$ cat config.mk
export PLATFORM = sky130hd
export DESIGN_NAME = vga_plot_arbiter
export DESIGN_NICKNAME = d
export VERILOG_FILES = /design/src/rtl/vga_plot_arbiter_pkg.sv /design/src/rtl/vga_plot_arbiter_plot_fifo.sv /design/src/rtl/vga_plot_arbiter.sv
export SDC_FILE = /design/constraint.sdc
export NUM_CORES = 1
export LEC_CHECK = 0
export BUFFER_PORTS_ARGS = -buffer_cell sky130_fd_sc_hd__buf_4
export CAP_MARGIN = 25
export CELL_PAD_IN_SITES_DETAIL_PLACEMENT = 1
export CELL_PAD_IN_SITES_GLOBAL_PLACEMENT = 1
export CORE_AREA = 2 2 153 214
export CTS_BUF_LIST = sky130_fd_sc_hd__clkbuf_16
export DETAILED_ROUTE_END_ITERATION = 16
export DIE_AREA = 0 0 155 216
export PLACE_DENSITY_LB_ADDON = 0.15
export SYNTH_ARGS = -nofsm -noshare
export SYNTH_HDL_FRONTEND = slang
export SYNTH_SLANG_ARGS = --single-unit
$ cat constraint.sdc
create_clock -name CLOCK_50 -period 2.98 [get_ports CLOCK_50]
set_input_delay 0.149 -clock CLOCK_50 [delete_from_list [all_inputs] [get_ports CLOCK_50]]
set_output_delay 0.149 -clock CLOCK_50 [all_outputs]
set_load 0.02 [all_outputs]
$ cat src/rtl/vga_plot_arbiter_pkg.sv
// Shared defaults for the VGA plot arbiter: coordinate/colour widths, the
// 320x240 visible area and the frame-clear FSM state encoding.
package vga_plot_arbiter_pkg;

  localparam int PKG_X_W     = 9;
  localparam int PKG_Y_W     = 8;
  localparam int PKG_COLOR_W = 3;
  localparam int PKG_H_RES   = 320;
  localparam int PKG_V_RES   = 240;

  typedef enum logic {
    CLR_IDLE  = 1'b0,
    CLR_SWEEP = 1'b1
  } clr_state_e;

  function automatic int sel_width(input int n);
    return (n > 1) ? $clog2(n) : 1;
  endfunction

endpackage

$ cat src/rtl/vga_plot_arbiter_plot_fifo.sv
// Single-clock FIFO for one plot source; status comes from registered
// occupancy only, and the head entry is readable without a pop.
module plot_fifo #(
  parameter int WIDTH = 20,
  parameter int DEPTH = 8
) (
  input  logic             clk,
  input  logic             rst_n,
  input  logic             push,
  input  logic             pop,
  input  logic [WIDTH-1:0] din,
  output logic [WIDTH-1:0] dout,
  output logic             full,
  output logic             empty
);

  localparam int AW = $clog2(DEPTH);
  localparam logic [AW:0] FULL_CNT = (AW+1)'(DEPTH);

  logic [WIDTH-1:0] mem [DEPTH];
  logic [AW-1:0]    wr_ptr_q, wr_ptr_d;
  logic [AW-1:0]    rd_ptr_q, rd_ptr_d;
  logic [AW:0]      cnt_q, cnt_d;
  logic             do_push, do_pop;

  assign full    = (cnt_q == FULL_CNT);
  assign empty   = (cnt_q == '0);
  assign do_push = push && !full;
  assign do_pop  = pop && !empty;
  assign dout    = mem[rd_ptr_q];

  always_comb begin
    wr_ptr_d = do_push ? wr_ptr_q + 1'b1 : wr_ptr_q;
    rd_ptr_d = do_pop  ? rd_ptr_q + 1'b1 : rd_ptr_q;
    cnt_d    = cnt_q;
    if (do_push && !do_pop) cnt_d = cnt_q + 1'b1;
    else if (do_pop && !do_push) cnt_d = cnt_q - 1'b1;
  end

  always_ff @(posedge clk or negedge rst_n) begin
    if (!rst_n) begin
      wr_ptr_q <= '0;
      rd_ptr_q <= '0;
      cnt_q    <= '0;
    end else begin
      wr_ptr_q <= wr_ptr_d;
      rd_ptr_q <= rd_ptr_d;
      cnt_q    <= cnt_d;
    end
  end

  always_ff @(posedge clk) begin
    if (do_push) mem[wr_ptr_q] <= din;
  end

endmodule

$ cat src/rtl/vga_plot_arbiter.sv
// Round-robin pixel arbiter feeding vga_adapter, with off-screen clipping.
// Define VGA_PLOT_ARB_CLEAR_EN to compile in the full-frame clear sweep.
module vga_plot_arbiter
  import vga_plot_arbiter_pkg::*;
#(
  parameter int NUM_SRC    = 2,
  parameter int X_W        = PKG_X_W,
  parameter int Y_W        = PKG_Y_W,
  parameter int COLOR_W    = PKG_COLOR_W,
  parameter int H_RES      = PKG_H_RES,
  parameter int V_RES      = PKG_V_RES,
  parameter int FIFO_DEPTH = 8
) (
  input  logic                       CLOCK_50,
  input  logic                       resetn,
  input  logic [NUM_SRC*X_W-1:0]     src_x,
  input  logic [NUM_SRC*Y_W-1:0]     src_y,
  input  logic [NUM_SRC*COLOR_W-1:0] src_colour,
  input  logic [NUM_SRC-1:0]         src_plot,
  output logic [NUM_SRC-1:0]         src_ready,
  input  logic                       clear_req,
  input  logic [COLOR_W-1:0]         clear_colour,
  output logic                       clear_busy,
  output logic                       clear_done,
  output logic [X_W-1:0]             x,
  output logic [Y_W-1:0]             y,
  output logic [COLOR_W-1:0]         colour,
  output logic                       plot,
  output logic [15:0]                drop_cnt
);

  localparam int EW = X_W + Y_W + COLOR_W;
  localparam int GW = sel_width(NUM_SRC);
  localparam logic [X_W:0] H_LIM = (X_W+1)'(H_RES);
  localparam logic [Y_W:0] V_LIM = (Y_W+1)'(V_RES);

  logic [EW-1:0]      fifo_dout [NUM_SRC];
  logic [NUM_SRC-1:0] fifo_full, fifo_empty, pop_vec;
  logic [GW-1:0]      win, cand;
  logic               found, arb_en, stall, sweep_emit, onscreen;
  logic [EW-1:0]      win_entry;
  logic [X_W-1:0]     ex, sw_x;
  logic [Y_W-1:0]     ey, sw_y;
  logic [COLOR_W-1:0] ec, sw_c;

  logic [X_W-1:0]     x_q;
  logic [Y_W-1:0]     y_q;
  logic [COLOR_W-1:0] colour_q;
  logic               plot_q;
  logic [15:0]        drop_q, drop_d;
  logic [GW-1:0]      lg_q;

  genvar gi;
  generate
    for (gi = 0; gi < NUM_SRC; gi++) begin : g_src
      plot_fifo #(.WIDTH(EW), .DEPTH(FIFO_DEPTH)) u_fifo (
        .clk   (CLOCK_50),
        .rst_n (resetn),
        .push  (src_plot[gi]),
        .pop   (pop_vec[gi]),
        .din   ({src_x[gi*X_W +: X_W], src_y[gi*Y_W +: Y_W],
                 src_colour[gi*COLOR_W +: COLOR_W]}),
        .dout  (fifo_dout[gi]),
        .full  (fifo_full[gi]),
        .empty (fifo_empty[gi])
      );
      assign src_ready[gi] = ~fifo_full[gi];
      assign pop_vec[gi]   = arb_en && (win == GW'(gi));
    end
  endgenerate

  // Search starts one past the last winner so every source gets a turn.
  always_comb begin
    found = 1'b0;
    win   = '0;
    cand  = '0;
    for (int k = 0; k < NUM_SRC; k++) begin
      cand = GW'((int'(lg_q) + 1 + k) % NUM_SRC);
      if (!found && !fifo_empty[cand]) begin
        found = 1'b1;
        win   = cand;
      end
    end
  end

  assign arb_en    = found && !stall;
  assign win_entry = fifo_dout[win];
  assign ex        = win_entry[EW-1 -: X_W];
  assign ey        = win_entry[COLOR_W +: Y_W];
  assign ec        = win_entry[COLOR_W-1:0];
  assign onscreen  = ({1'b0, ex} < H_LIM) && ({1'b0, ey} < V_LIM);

  always_comb begin
    drop_d = drop_q;
    if (arb_en && !onscreen && drop_q != 16'hFFFF) drop_d = drop_q + 16'd1;
  end

`ifdef VGA_PLOT_ARB_CLEAR_EN
  localparam logic [X_W-1:0] X_LAST = X_W'(H_RES - 1);
  localparam logic [Y_W-1:0] Y_LAST = Y_W'(V_RES - 1);

  clr_state_e         state_q;
  logic [X_W-1:0]     cx_q;
  logic [Y_W-1:0]     cy_q;
  logic [COLOR_W-1:0] fill_q;
  logic               fin_q, busy_q, done_q;

  // fin_q marks the cycle after the last pixel, where done pulses.
  always_ff @(posedge CLOCK_50 or negedge resetn) begin
    if (!resetn) begin
      state_q <= CLR_IDLE;
      cx_q    <= '0;
      cy_q    <= '0;
      fill_q  <= '0;
      fin_q   <= 1'b0;
      busy_q  <= 1'b0;
      done_q  <= 1'b0;
    end else begin
      done_q <= 1'b0;
      case (state_q)
        CLR_IDLE: begin
          if (clear_req) begin
            state_q <= CLR_SWEEP;
            cx_q    <= '0;
            cy_q    <= '0;
            fill_q  <= clear_colour;
            fin_q   <= 1'b0;
            busy_q  <= 1'b1;
          end
        end
        CLR_SWEEP: begin
          if (fin_q) begin
            state_q <= CLR_IDLE;
            fin_q   <= 1'b0;
            busy_q  <= 1'b0;
            done_q  <= 1'b1;
          end else if (cx_q == X_LAST) begin
            cx_q <= '0;
            cy_q <= cy_q + 1'b1;
            if (cy_q == Y_LAST) fin_q <= 1'b1;
          end else begin
            cx_q <= cx_q + 1'b1;
          end
        end
      endcase
    end
  end

  assign stall      = (state_q == CLR_SWEEP);
  assign sweep_emit = (state_q == CLR_SWEEP) && !fin_q;
  assign sw_x       = cx_q;
  assign sw_y       = cy_q;
  assign sw_c       = fill_q;
  assign clear_busy = busy_q;
  assign clear_done = done_q;
`else
  logic unused_clear;
  assign unused_clear = ^{clear_req, clear_colour};
  assign stall      = 1'b0;
  assign sweep_emit = 1'b0;
  assign sw_x       = '0;
  assign sw_y       = '0;
  assign sw_c       = '0;
  assign clear_busy = 1'b0;
  assign clear_done = 1'b0;
`endif

  always_ff @(posedge CLOCK_50 or negedge resetn) begin
    if (!resetn) begin
      x_q      <= '0;
      y_q      <= '0;
      colour_q <= '0;
      plot_q   <= 1'b0;
      drop_q   <= '0;
      lg_q     <= GW'(NUM_SRC - 1);
    end else begin
      plot_q <= 1'b0;
      drop_q <= drop_d;
      if (sweep_emit) begin
        x_q      <= sw_x;
        y_q      <= sw_y;
        colour_q <= sw_c;
        plot_q   <= 1'b1;
      end else if (arb_en) begin
        x_q      <= ex;
        y_q      <= ey;
        colour_q <= ec;
        plot_q   <= onscreen;
        lg_q     <= win;
      end
    end
  end

  assign x        = x_q;
  assign y        = y_q;
  assign colour   = colour_q;
  assign plot     = plot_q;
  assign drop_cnt = drop_q;

endmodule

# [Yosys cells after proc, flatten, opt, wreduce, memory -nomap -nowiden]
# Memories as Yosys holds them, arrays and structs flattened.
# Cells that the tools add are included.
[op_classes] n_addsub=11 n_mul=0 n_div=0 magnitude_cmp=5 eq_ne=3 shifts=0 n_mux=20 bitwise=4 n_reduce_logical=28
[ops] op="2-to-1 mux 20 bit" count=3
[ops] op="adder 16 x 1 -> 16 bit, second input constant" count=1
[ops] op="2-to-1 mux 4 bit" count=4
[ops] op="inequality test 16 bit, second input constant" count=1
[ops] op="logical AND 1 bit" count=14
[ops] op="2-to-1 mux 1 bit" count=13
[ops] op="adder 3 x 1 -> 3 bit, second input constant" count=4
[ops] op="zero test 1 bit" count=10
[ops] op="< comparator 9 bit, second input constant" count=1
[ops] op="adder 4 x 1 -> 4 bit, second input constant" count=2
[ops] op="equality test 4 bit, second input constant" count=2
[ops] op="zero test 4 bit" count=2
[ops] op="< comparator 8 bit, second input constant" count=1
[ops] op="subtractor 4 x 1 -> 4 bit, second input constant" count=2
[ops] op="< comparator 1 x 2 -> 1 bit, second input constant" count=2
[ops] op="nonzero test 2 bit" count=2
[ops] op="inverter 1 bit" count=3
[ops] op="adder 1 bit, second input constant" count=2
[ops] op="greater-or-equal comparator 2 bit, second input constant" count=1
[ops] op="inverter 1 -> 2 bit" count=1
[word_totals] regBits=58 latch_bits=0 ram_bits=320 rom_bits=0 input_bits=48 elab_cells=85 mem_count=2
[mem_list] name="g_src[0].u_fifo.mem" depth=8 word_bits=20 rd=1 rd_ports_with_merged_regs=0 write_ports=1 line="vga_plot_arbiter_plot_fifo.sv:20" text="logic [WIDTH-1:0] mem [DEPTH];"
[mem_list] name="g_src[1].u_fifo.mem" depth=8 word_bits=20 rd=1 rd_ports_with_merged_regs=0 write_ports=1 line="vga_plot_arbiter_plot_fifo.sv:20"

# [Logic depth before layout (Yosys ltp)]
[depth] depth_word=16 depth_mapped=14 depth_no_buf=12

# [By module]
# From an unflattened synthesis, not the netlist that was laid out.
[hier_totals] hier_cells=775 area_unflattened_um2=15569.9
[modules_own_cells] mod="plot_fifo" n_inst=2 cells_each=296 area_per_inst_um2=6799.0 seq_area_each_um2=5054.8
[modules_own_cells] mod="vga_plot_arbiter" n_inst=1 cells_each=183 area_per_inst_um2=1971.9 seq_area_each_um2=952.2

# [Worst setup path after synthesis]
# No wires, ideal clock.
[synth_timing] path_type="reg-to-reg" from="reg g_src[0].u_fifo.cnt_q[0]" to="mem g_src[0].u_fifo.mem[0][0] (enable)" setup_ps=448 arrival_time_ps=2823 path_slack_ps=-291 stages_incl_launch_ff=5 path_buffers=0 cell_sequence="dfrtp_1 > nor3_1 > nand2_1 > nand2_1 > nor4_1"
[synth_between] elab_chain_cells=5
[synth_rtl] element="from (decl)" line="vga_plot_arbiter_plot_fifo.sv:23" text="logic [AW:0] cnt_q, cnt_d;"
[synth_rtl] element="from (signal assigned)" line="vga_plot_arbiter_plot_fifo.sv:48" text="cnt_q <= cnt_d;"
[synth_rtl] element="equality test 4 bit" line="vga_plot_arbiter_plot_fifo.sv:26" text="assign full = (cnt_q == FULL_CNT);"
[synth_rtl] element="zero test 1 bit" line="vga_plot_arbiter_plot_fifo.sv:28" text="assign do_push = push && !full;"
[synth_rtl] element="logical AND 1 bit" line="vga_plot_arbiter_plot_fifo.sv:28"
[synth_rtl] element="2-to-1 mux 1 bit" line="vga_plot_arbiter_plot_fifo.sv:53" text="if (do_push) mem[wr_ptr_q] <= din;"
[synth_rtl] element="2-to-1 mux 1 bit (implied by the code)" line="vga_plot_arbiter_plot_fifo.sv:53"
[synth_rtl] element="to (decl)" line="vga_plot_arbiter_plot_fifo.sv:20"
# Every way passes these cells.

# [Worst setup path in the final report]
[layout_timing] from="reg g_src[0].u_fifo.rd_ptr_q[1]" to="reg drop_q[1], in the netlist drop_cnt[1]"
[layout_between] elab_chain_cells=9
[layout_rtl] element="from (decl)" line="vga_plot_arbiter_plot_fifo.sv:22" text="logic [AW-1:0] rd_ptr_q, rd_ptr_d;"
[layout_rtl] element="from (signal assigned)" line="vga_plot_arbiter_plot_fifo.sv:47" text="rd_ptr_q <= rd_ptr_d;"
[layout_rtl] element="memory read (8 x 20 bit) (*)"
[layout_rtl] element="2-to-1 mux 20 bit (implied by the code) (*) (3 in a row)" line="vga_plot_arbiter.sv:87" text="assign win_entry = fifo_dout[win];"
[layout_rtl] element="< comparator 9 bit or < comparator 8 bit (tied branches)" line="vga_plot_arbiter.sv:91" text="assign onscreen = ({1'b0, ex} < H_LIM) && ({1'b0, ey} < V_LIM);"
[layout_rtl] element="logical AND 1 bit (*)" line="vga_plot_arbiter.sv:91"
[layout_rtl] element="zero test 1 bit (*)" line="vga_plot_arbiter.sv:95" text="if (arb_en && !onscreen && drop_q != 16'hFFFF) drop_d = drop_q + 16'd1;"
[layout_rtl] element="logical AND 1 bit (*) (2 in a row)" line="vga_plot_arbiter.sv:95"
[layout_rtl] element="to (signal assigned)" line="vga_plot_arbiter.sv:178" text="drop_q <= drop_d;"
[layout_rtl] element="to (decl)" line="vga_plot_arbiter.sv:50" text="logic [15:0] drop_q, drop_d;"
# Every way passes the cells marked *; elsewhere a longest branch is shown, timed or not. The select of a mux whose other input is x is not followed.
# A chain may end at the register's enable or synchronous reset.

==> metrics.txt <==
ANT nets after route 0; CORE AREA between 30,000 and 40,000 um^2; met3 Use GR about 3.3%; Synth Area in XOR/XNOR about 1.8%; Netlist cell types between 40 and 50; Static Leak 6.40 nW; Slowest-stage cell, CP dfrtp_1; worst r2r path cells 6; Area Overhead vs Synth 20.5%; Post-Syn Instances between 700 and 800; Die W ~160 um; pwr dens about 1000 nW/um^2; Final min period between 2 and 3 ns; Post-synth EDFFs 320; # IOs slightly below 90; slew margin rel. between 40% and 50%; Die Ht 216 um; CTS tree yes; outcome finished clean; Max Cap Viol 0; CP Cell Sequence mux4_2 > mux2_2 > o221a_4 > o31ai_4 > buf_12 > mux2_1; worst-margin pin slew ~0.8 ns; adder-cell share of the synthesized area under 10%; worst setup path end drop_cnt[1]$_DFFE_PN0P_; H-tree depth 2; maximum vdd drop about 0.64 mV; vias per inst roughly 5.6; Synth area leader edfxtp_1; Most Used Layer, Global Route met2; initial core utilization 47.4%; simple-gate share of the synthesized area between 4 and 5%; most frequent cells in the layout edfxtp_1, buf_4, mux4_2, dfrtp_1, nand2_1; worst reg2reg endpoint drop_cnt[1]$_DFFE_PN0P_; WP buf/inv 1; clock sinks roughly 380; CP Capture Type register; vias in the first global route 8,633; port bufs 82; Worst setup SP type register; FF+latch count, synth between 300 and 400; layout filler cell count approximately 2,800; critical path peak fanout 14; CP Launch Point g_src[0].u_fifo.rd_ptr_q[1]$_DFFE_PN0P_; CTS clk-pin slew, worst paths around 0.06 ns; WL per Instance between 20 and 25 um; Tcrit/Tclk final approximately 96%; RSZ-0062 raised after global routing false; worst-skew pair later-pin latency 0.52 ns; GR Layer Usage met2 34.2%; Final Max Slew Viols 0; RD Place Congestion 0.761; drc violations 0; CP peak stage delay 0.78 ns; top-area cell type share of the netlist area 64.4%; final wirelength ~32 mm; total power 18.6 mW; FFs w/ async S/R, synth about 15%; initial antenna violation count 0; n_diodes 0; largest family of logic cells by synthesized area multiplexers; root buf cell clkbuf_16; Primary FF master, synth edfxtp_1; post-synthesis compound-gate area fraction slightly above 2%; fin nets 1,011; first-pass GRT wire length 50.1 mm; mux cell area share after synthesis 15.2%; r2r setup slk approximately 0.13 ns; CTS Buf Count 38; commonest non-fill, non-tap cell in the layout edfxtp_1; GRT overflow 0; final hold viol count 0; Syn Area/Cell between 15 and 20 um^2; Worst Path Arrival 3.25 ns; largest net degree at the start of global routing 59; Highest Clock Rate ~350 MHz; total track usage roughly a fifth; Worst Hold Class input port to register; register area 11,100 um^2; utilization after layout between 50% and 60%; post-synthesis cell area around 15,000 um^2; Iteration-0 DRC Markers ~500; critical path depth 6; Setup Skew around 0.013 ns; CP required roughly 3.4 ns; Finish-stage setup viols 0; clock buffer depth 3; ratio of cells with drive above 1 in the final layout a little under a third; Detail Placement HPWL 20.4 mm; Top delay family on crit path multiplexers; Die ar. around 33,000 um^2; FP Rows 77; Synthesis Warnings 0; ranking of synthesized cells by area edfxtp_1, mux4_2, dfrtp_1, mux2_2, mux2i_1; DRT Pass-1 Iters 4; CP Class register to register; met1 Track Usage GR 25.7%; Final TNS setup 0 ns; sequential area share after synthesis approximately 74%; vias between 7,000 and 8,000; worst r2r src g_src[0].u_fifo.rd_ptr_q[1]$_DFFE_PN0P_; area of the multi-input gates 3720 um^2
[worst min-delay path by stage]
stage	startpoint	endpoint	slack (ns)	depth (start not counted)
2_1_floorplan	resetn	colour[0]$_DFFE_PN0P_	-0.15	0
3_3_place_gp	resetn	drop_cnt[5]$_DFFE_PN0P_	0.27	1
3_5_place_dp	resetn	drop_cnt[7]$_DFFE_PN0P_	0.29	1
4_1_cts	src_plot[1]	g_src[1].u_fifo.wr_ptr_q[0]$_DFFE_PN0P_	0.11	3
5_1_grt	src_plot[1]	g_src[1].u_fifo.wr_ptr_q[0]$_DFFE_PN0P_	0.14	3
6_report	src_plot[1]	g_src[1].u_fifo.wr_ptr_q[0]$_DFFE_PN0P_	0.12	3
[layer usage]
layer | share of wire (%) | routed length (um)
met1 | 42 | 13300
met2 | 51 | 16400
met3 | 4.0 | 1290
met4 | 3.1 | 984
met5 | 0 | 0
[synthesized netlist by cell type (all sizes together), types with 3 or more instances]
cell	n
a21oi	18
o21ai	19
xor2	13
a21o	4
nor4	7
ha	11
mux2	26
nor3	12
buf	23
mux4	76
nor2	38
edfxtp	320
clkbuf	15
mux2i	27
and3	3
nand4	3
xnor2	18
nand3	5
nand2	47
nand2b	7
dfrtp	57
inv	8
[power breakdown]
group          switching, mW  internal, mW
combinational           3.18          2.93
sequential             0.696          6.81
clock                   1.95          3.00
total                   5.82          12.7
[cell families after synthesis]
logic type                 Yosys count
DFF                                378
and+or+nand+nor                    133
muxes                              129
AOI/OAI and AO/OA                   48
buffers and inverters               46
xor gates and xnor gates            31
adders and majority gates           13
other                                1
[stage by stage]
step                worst slack [ns]  area, um^2  hold WS, ns  cells
floorplan                     0.0183       15000       -0.147    780
global placement               0.162       16300        0.269   1263
detailed placement            0.0690       16300        0.286   1263
CTS                           0.0624       18000        0.114   1373
global route                 0.00941       18000        0.137   1374
finish                         0.132       18000        0.116   1374
[tightest hold or removal path, cell delays in order]
cell	delay, ns
buf_4	0.07
and2_1	0.27
xor2_1	0.10
[final cells by class]
class                           instances  area share, %
Multi-Input combinational cell        356           20.7
Tap cell                              395           2.75
Timing Repair Buffer                  168           7.65
Inverter                                8          0.167
Sequential cell                       378           61.5
Clock buffer                           41           5.70
Clock inverter                         28           1.59
[registers in the layout, indices dropped and copies added, names as in the netlist]
name	count
colour	3
drop_cnt	16
g_src.u_fifo.cnt_q	8
g_src.u_fifo.mem	320
g_src.u_fifo.rd_ptr_q	6
g_src.u_fifo.wr_ptr_q	6
lg_q	1
plot	1
x	9
y	8
[timing repair]
item	4_1_cts	5_1_grt
setup endpoints to repair	0	2
endpoints found under the hold margin	377	0
buffers inserted	0	1
hold buffers	41	0
gates resized for setup	0	3
Power figures use the tool's default switching activity.
